--- src/rtl/uart_rx_pkg.sv ---
// Shared definitions for the UART receiver: divider defaults, state encoding
// and the byte-wide data bus type used for rx_data and the shift register.
package uart_rx_pkg;

    localparam int UART_DIV_RATE   = 260;
    localparam int UART_DIV_CNT_W  = 9;
    localparam int UART_RX_STATE_W = 2;
    localparam int BYTE_DATA_W     = 8;

    typedef logic [BYTE_DATA_W-1:0] byte_data_bus_t;

    typedef enum logic [UART_RX_STATE_W-1:0] {
        IDLE  = 2'd0,
        START = 2'd1,
        DATA  = 2'd2,
        STOP  = 2'd3
    } rx_state_t;

endpackage

--- src/rtl/uart_rx_sync_2ff.sv ---
// Two-flop synchronizer for asynchronous inputs. The reset value is a
// parameter so idle-high lines come out of reset without a false edge.
module sync_2ff #(
    parameter int               WIDTH     = 1,
    parameter logic [WIDTH-1:0] RESET_VAL = '1
) (
    input  logic             clk,
    input  logic             reset,
    input  logic [WIDTH-1:0] d,
    output logic [WIDTH-1:0] q
);

    logic [WIDTH-1:0] meta_reg;
    logic [WIDTH-1:0] sync_reg;

    // Two back-to-back flops give the first stage a full cycle to settle.
    always_ff @(posedge clk) begin
        if (reset) begin
            meta_reg <= RESET_VAL;
            sync_reg <= RESET_VAL;
        end else begin
            meta_reg <= d;
            sync_reg <= meta_reg;
        end
    end

    assign q = sync_reg;

endmodule

--- src/rtl/uart_rx.sv ---
// 8N1 UART receiver. The line is synchronized, a falling edge starts a frame,
// the start bit is confirmed at mid-bit and every following bit is sampled one
// bit period later. A good stop bit publishes the byte with rx_end; a bad one
// pulses rx_err and leaves rx_data untouched.
module uart_rx
    import uart_rx_pkg::*;
#(
    parameter int DIV_RATE  = UART_DIV_RATE,
    parameter int DIV_CNT_W = UART_DIV_CNT_W
) (
    input  logic                   clk,
    input  logic                   reset,
    input  logic                   rx,
    output logic                   rx_busy,
    output logic                   rx_end,
    output logic                   rx_err,
    output logic [BYTE_DATA_W-1:0] rx_data
);

    localparam logic [DIV_CNT_W-1:0] HALF_LAST = DIV_CNT_W'(DIV_RATE / 2 - 1);
    localparam logic [DIV_CNT_W-1:0] BIT_LAST  = DIV_CNT_W'(DIV_RATE - 1);

    logic           rx_s;
    logic           rx_s_d_reg;
    rx_state_t      state_reg,   state_next;
    logic [DIV_CNT_W-1:0] div_cnt_reg, div_cnt_next;
    logic [2:0]     bit_cnt_reg, bit_cnt_next;
    byte_data_bus_t shift_reg,   shift_next;
    byte_data_bus_t data_reg,    data_next;
    logic           end_reg,     end_next;
    logic           err_reg,     err_next;

    sync_2ff #(
        .WIDTH     (1),
        .RESET_VAL (1'b1)
    ) u_sync (
        .clk   (clk),
        .reset (reset),
        .d     (rx),
        .q     (rx_s)
    );

    // State, counters, shift register and registered outputs.
    always_ff @(posedge clk) begin
        if (reset) begin
            rx_s_d_reg  <= 1'b1;
            state_reg   <= IDLE;
            div_cnt_reg <= '0;
            bit_cnt_reg <= '0;
            shift_reg   <= '0;
            data_reg    <= '0;
            end_reg     <= 1'b0;
            err_reg     <= 1'b0;
        end else begin
            rx_s_d_reg  <= rx_s;
            state_reg   <= state_next;
            div_cnt_reg <= div_cnt_next;
            bit_cnt_reg <= bit_cnt_next;
            shift_reg   <= shift_next;
            data_reg    <= data_next;
            end_reg     <= end_next;
            err_reg     <= err_next;
        end
    end

    // Next-state logic: the divider runs freely inside a state and is cleared
    // at each sample point and on every state change, so it never wraps.
    always_comb begin
        state_next   = state_reg;
        div_cnt_next = div_cnt_reg + DIV_CNT_W'(1);
        bit_cnt_next = bit_cnt_reg;
        shift_next   = shift_reg;
        data_next    = data_reg;
        end_next     = 1'b0;
        err_next     = 1'b0;

        case (state_reg)
            IDLE: begin
                div_cnt_next = '0;
                // Edge-triggered so a line stuck low cannot start frames.
                if (rx_s_d_reg && !rx_s) begin
                    state_next = START;
                end
            end
            START: begin
                if (div_cnt_reg == HALF_LAST) begin
                    div_cnt_next = '0;
                    if (!rx_s) begin
                        state_next   = DATA;
                        bit_cnt_next = '0;
                    end else begin
                        // Line already back high: treat it as a glitch.
                        state_next = IDLE;
                    end
                end
            end
            DATA: begin
                if (div_cnt_reg == BIT_LAST) begin
                    div_cnt_next = '0;
                    shift_next   = {rx_s, shift_reg[BYTE_DATA_W-1:1]};
                    bit_cnt_next = bit_cnt_reg + 3'd1;
                    if (bit_cnt_reg == 3'd7) begin
                        state_next = STOP;
                    end
                end
            end
            STOP: begin
                if (div_cnt_reg == BIT_LAST) begin
                    div_cnt_next = '0;
                    state_next   = IDLE;
                    if (rx_s) begin
                        data_next = shift_reg;
                        end_next  = 1'b1;
                    end else begin
                        err_next  = 1'b1;
                    end
                end
            end
            default: begin
                state_next = IDLE;
            end
        endcase
    end

    assign rx_busy = (state_reg != IDLE);
    assign rx_end  = end_reg;
    assign rx_err  = err_reg;
    assign rx_data = data_reg;

endmodule

--- config.mk ---
export PLATFORM = sky130hd
export DESIGN_NAME = uart_rx
export DESIGN_NICKNAME = d
export VERILOG_FILES = /design/src/rtl/uart_rx_pkg.sv /design/src/rtl/uart_rx_sync_2ff.sv /design/src/rtl/uart_rx.sv
export SDC_FILE = /design/constraint.sdc
export NUM_CORES = 1
export LEC_CHECK = 0
export CAP_MARGIN = 0
export CORE_MARGIN = 5
export CORE_UTILIZATION = 45
export CTS_CLUSTER_DIAMETER = 30
export CTS_CLUSTER_SIZE = 12
export DETAILED_ROUTE_END_ITERATION = 7
export PLACE_DENSITY = 0.69
export SLEW_MARGIN = 30
export SYNTH_ARGS = -nofsm -noshare
export SYNTH_HDL_FRONTEND = slang
export SYNTH_SLANG_ARGS = --single-unit
--- constraint.sdc ---
create_clock -name clk -period 2.2 [get_ports clk]
set_input_delay 0.33 -clock clk [delete_from_list [all_inputs] [get_ports clk]]
set_output_delay 0.33 -clock clk [all_outputs]
set_load 0.05 [all_outputs]
# Yosys cells after proc, flatten, opt, wreduce, memory -nomap -nowiden
# Index checks and enable logic that the tools add are counted.
# Widths: inputs -> output; s select.
dict set report word_totals {
  output_inout_bits 11
  in_bits 3
  elab_cells 53
  reg_bits 35
}
dict set report classes {
  addsub 2
  reduce_logical 11
  muxes 16
  bitwise_logic 2
  eq_ne 12
}
# op n
set op_table {}
lappend op_table {{$pmux 9 s3} 1}
lappend op_table {{$mux 9} 2}
lappend op_table {{$mux 2} 6}
lappend op_table {{$ne 2x2->1 const B} 6}
lappend op_table {{$add 9x1->9 const B} 1}
lappend op_table {{$eq 9x8->1 const B} 1}
lappend op_table {{$eq 9x9->1 const B} 1}
lappend op_table {{$mux 3} 3}
lappend op_table {{$pmux 2 s4} 1}
lappend op_table {{$pmux 3 s2} 1}
lappend op_table {{$reduce_and 5->1} 1}
lappend op_table {{$eq 2x2->1 const B} 2}
lappend op_table {{$reduce_and 4->1} 1}
lappend op_table {{$reduce_bool 2->1} 2}
lappend op_table {{$add 3x1->3 const B} 1}
lappend op_table {{$eq 3x3->1 const B} 1}
lappend op_table {{$reduce_and 3->1} 1}
lappend op_table {{$reduce_or 3->1} 1}
lappend op_table {{$eq 2x1->1 const B} 1}
lappend op_table {{$logic_not 2->1} 1}
lappend op_table {{$mux 1} 2}
lappend op_table {{$not 1->1} 2}
lappend op_table {{$reduce_and 2->1} 1}
lappend op_table {{$reduce_or 2->1} 1}
lappend op_table {{2 further kinds} 2}

# Depth between registers and ports, before layout
dict set report depth {
  word_depth 4
  ltp_mapped 7
  ltp_nobuf 6
}

# Hierarchy
# Synthesis repeated with hierarchy kept, for this count alone.
dict set report unflattened {
  cells_unflattened 144
  hier_area_um2 1411.4
}
# mod seq_area_each_um2 cells_each instances area_each_um2
set modules_own_cells {}
lappend modules_own_cells {uart_rx 660.6 140 1 1358.8}
lappend modules_own_cells {sync_2ff 40.0 4 1 52.6}

# Worst setup path after synthesis
# Ideal clock, no wire load.
dict set report synth_timing {
  kind {flip-flop to flip-flop}
  start {reg div_cnt_reg[5]}
  end {reg state_reg[0]}
  path_buffers 1
  setup_ns 0.069
  required_time_ns 2.131
  path_stages_with_launch 6
  arrival_time_ns 1.884
  period_less_slack_ns 1.953
  setup_slack_ns 0.247
  path_cell_list {dfxtp_1 or4_4 buf_6 or3_4 or4_1 o21ai_1}
}
dict set report synth_between {
  elab_chain_len 3
}
# element line_no
set synth_lines {}
lappend synth_lines {{start, declared} uart_rx.sv:26} ;# logic [DIV_CNT_W-1:0] div_cnt_reg, div_cnt_next;
lappend synth_lines {{start signal, assigned} uart_rx.sv:57} ;# div_cnt_reg <= div_cnt_next;
lappend synth_lines {{$eq 9x9->1 / $eq 9x8->1 (equally long branches)} {uart_rx.sv:98, uart_rx.sv:108, uart_rx.sv:86}}
lappend synth_lines {{$ne 2x2->1 (no source line)} --}
lappend synth_lines {{$reduce_and 5->1 (no source line) (*)} --}
lappend synth_lines {{end signal, assigned} uart_rx.sv:56} ;# state_reg <= state_next;
lappend synth_lines {{end, declared} uart_rx.sv:25} ;# rx_state_t state_reg, state_next;
# Every way passes the cells marked *; elsewhere a longest branch is shown, timed or not.
# A chain may end at the register's enable or synchronous reset.

# Final worst setup path
# Ends and elaborated chain as after synthesis.

==> summary.md <==
• sequence of cells on the critical path: or4_4 -> or3_4 -> or4_1 -> o21ai_1
• sequential area share after synthesis: 47.7%
• Ant. Diodes: 0
• most frequent standard cell in the layout excluding fill and tap cells: dfxtp_1
• endpoint type of the worst setup path: register
• f_max: 508 MHz
• Fin. Hold Viols: 0
• Post-Syn Area per Cell: 9.92 sq um
• Reg2Reg Launch Point: div_cnt_reg[5]
• Clock Sink Count: 35
• final-layout worst hold slack: 0.423 ns
• top cell type by total area after synthesis: dfxtp_1
• overall die area: 0.00450 sq mm
• async set-or-reset flop fraction in the synthesized netlist: 0%
• final weighted congestion of routability-driven global placement: 0.855
• post-synth design cell area: 0.00147 sq mm
• Cells after Synth: 148
• Worst Setup SP: div_cnt_reg[5]
• design area: 0.00171 sq mm
• Top-Level Pins: 14
• crit path buf inv count: 0
• CP peak stage delay: 0.61 ns
• clock tree root driver cell: clkbuf_4
• worst-case clock skew: 0.00888 ns
• number of warnings issued by yosys: 0
• count of buffers from port buffering: 13
• total via count after detailed routing: 1042
• Synth area leaders: dfxtp_1 48%, mux2i_1 12%, nor2_1 7.2%
• hold_buf cts: 0
• number of register bits inferred by synthesis: 35
• area of the core region: 0.00310 sq mm
• top_reg_cell synth: dfxtp_1
• standard-cell row count: 20
• DRT antenna net count: 0
• max FFs per register: 9
• Placement Setup Slack: 0.237 ns
• maximum number of pins on one net before global-route repair: 15
• CTS clock-pin slew for the worst setup and hold paths: 0.10 ns
• Final Net Count: 172
• WP data required: 2.48 ns
• number of global-route vias before repair: 979
• Global Route Usage Sum: 12.9%
• clock tree buffer depth: 2
• Final Max Slew Viols: 0
• average detailed-routed wire length per instance: 11.6 um
• max-slew headroom at the worst pin: 66.3%
• depth of the worst register-to-register path: 4
• MaxCap Viol Count: 0
• distinct cell type count of the synthesized netlist: 39
• area growth from synthesis to final layout: 16.5%
• H-tree depth reported by CTS: 2
• capture point of the critical path: state_reg[0]
• initial cell density of the core: 47.3%
• DR DRC count: 0
• detailed-router iteration count before antenna repair: 4
• crit start category: register
• worst skew pair latency: 0.33 ns
• CP Data Arrival Time: 2.25 ns
• crit path max-delay cell type: or4_4
• Max IR drop VDD: 0.393 mV
• sum of negative setup slack: 0 ns
• clock tree from TritonCTS: yes
• Worst Slack Setup Final: 0.230 ns
• number of endpoints failing setup at the final stage: 0
• share of Yosys cell area claimed by the top area cell type: 47.7%
• global route total overflow: 0
• area of placed instances: 0.00165 sq mm
• number of antenna violations at the first check in global routing: 0
• terminus of the critical flop-to-flop path: state_reg[0]
• unrepaired setup endpoints after global routing: no
• register-to-register setup slack: 0.23 ns
• die boundary height: 67.1 um
• global-route wire length before repair: 4370 um
• syn nets: 155
• total power divided by cell area: 581 mW/mm^2
• First DRT Iteration DRCs: 44
• placed wire-length estimate: 1780 um
• final critical delay including setup and external delays: 1.97 ns
• path type of the worst min-delay path: register to register
• cell class contributing the biggest share of worst-path delay: simple AND/OR/NAND/NOR gates
• static leakage: 0.591 nW
• critical hold path startpoint: u_sync.meta_reg
• Final period util: 89.6%
• largest fanout on the critical path: 7
• result of the run: complete, no violations
• count of flip-flops with a built-in enable after synthesis: 0
• worst-margin pin slew: 0.504 ns
• Tot Pwr: 0.000993 W
• Die Span X: 67.1 um
• most frequent cells in the layout: 35 x dfxtp_1, 28 x nor2_1, 17 x mux2i_1
• post-detailed-route via-to-cell ratio: 4.96
• wire length reported by the detailed router: 2440 um
• total CTS buffers: 5
• path type of the worst setup path: register to register
• number of gates on the worst path with buffers counted: 4
• layout cell share with drive strength beyond 1: 12.0%
-- how the worst min path moves through the flow --
stage	slack (ns)	end	cells past startpoint
floorplan	0.39	u_sync.q	1
global placement	0.39	u_sync.q	1
detailed placement	0.40	u_sync.q	1
CTS	0.43	u_sync.q	1
global route	0.44	u_sync.q	1
finish	0.42	u_sync.q	1
-- Yosys cell counts (all sizes together) (3+ instances only) --
master,number
nor2,28
nor3,4
or2,3
clkbuf,5
dfxtp,35
ha,4
mux2i,17
nand2,5
xnor2,6
nand3,5
inv,3
-- per-layer routing --
layer,track usage [%],up-vias,part of all wire (%)
met2,19.9,16,47
li1,-,549,-
met1,15.6,473,47
met4,6.84,0,1.4
met5,0,-,0
met3,4.55,4,4.6
-- layout make-up --
type                    count  area (sq um)
fillers                   302          1390
multi-input cells         103           727
flip-flops and latches     35           701
repair buffers             17           163
well taps                  44          55.1
clock buffers               6          41.3
clock inverters             2          12.5
inverters                   3          11.3
-- what timing repair did --
item,CTS,global route
resized for setup,0,1
endpoints found under the hold margin,0,0
buffers inserted,0,0
setup endpoints to repair,0,1
-- cells by family after synthesis --
group           after synthesis  synth area share (%)
simple gates                 60                  21.9
flops                        35                  47.7
mux                          17                  11.6
compound gates               15                  8.01
buf+inv                      10                  3.15
xor+xnor                      7                  4.18
fa+ha+maj                     4                  3.41
-- metrics by stage --
stage	utilization, %	std cells
2_1_floorplan	-	148
3_3_place_gp	53.3	202
3_5_place_dp	53.3	202
4_1_cts	55.0	210
5_1_grt	55.1	210
6_report	55.1	210
-- power breakdown --
group	total (W)	internal, W	leakage (nW)	switching, W
clock	0.000324	0.000123	0.0282	0.000201
sequential	0.000641	0.000637	0.283	0.00000390
combinational	0.0000282	0.0000124	0.280	0.0000158
total	0.000993	0.000772	0.591	0.000221
Note: power is estimated with default switching activity, not from simulation.
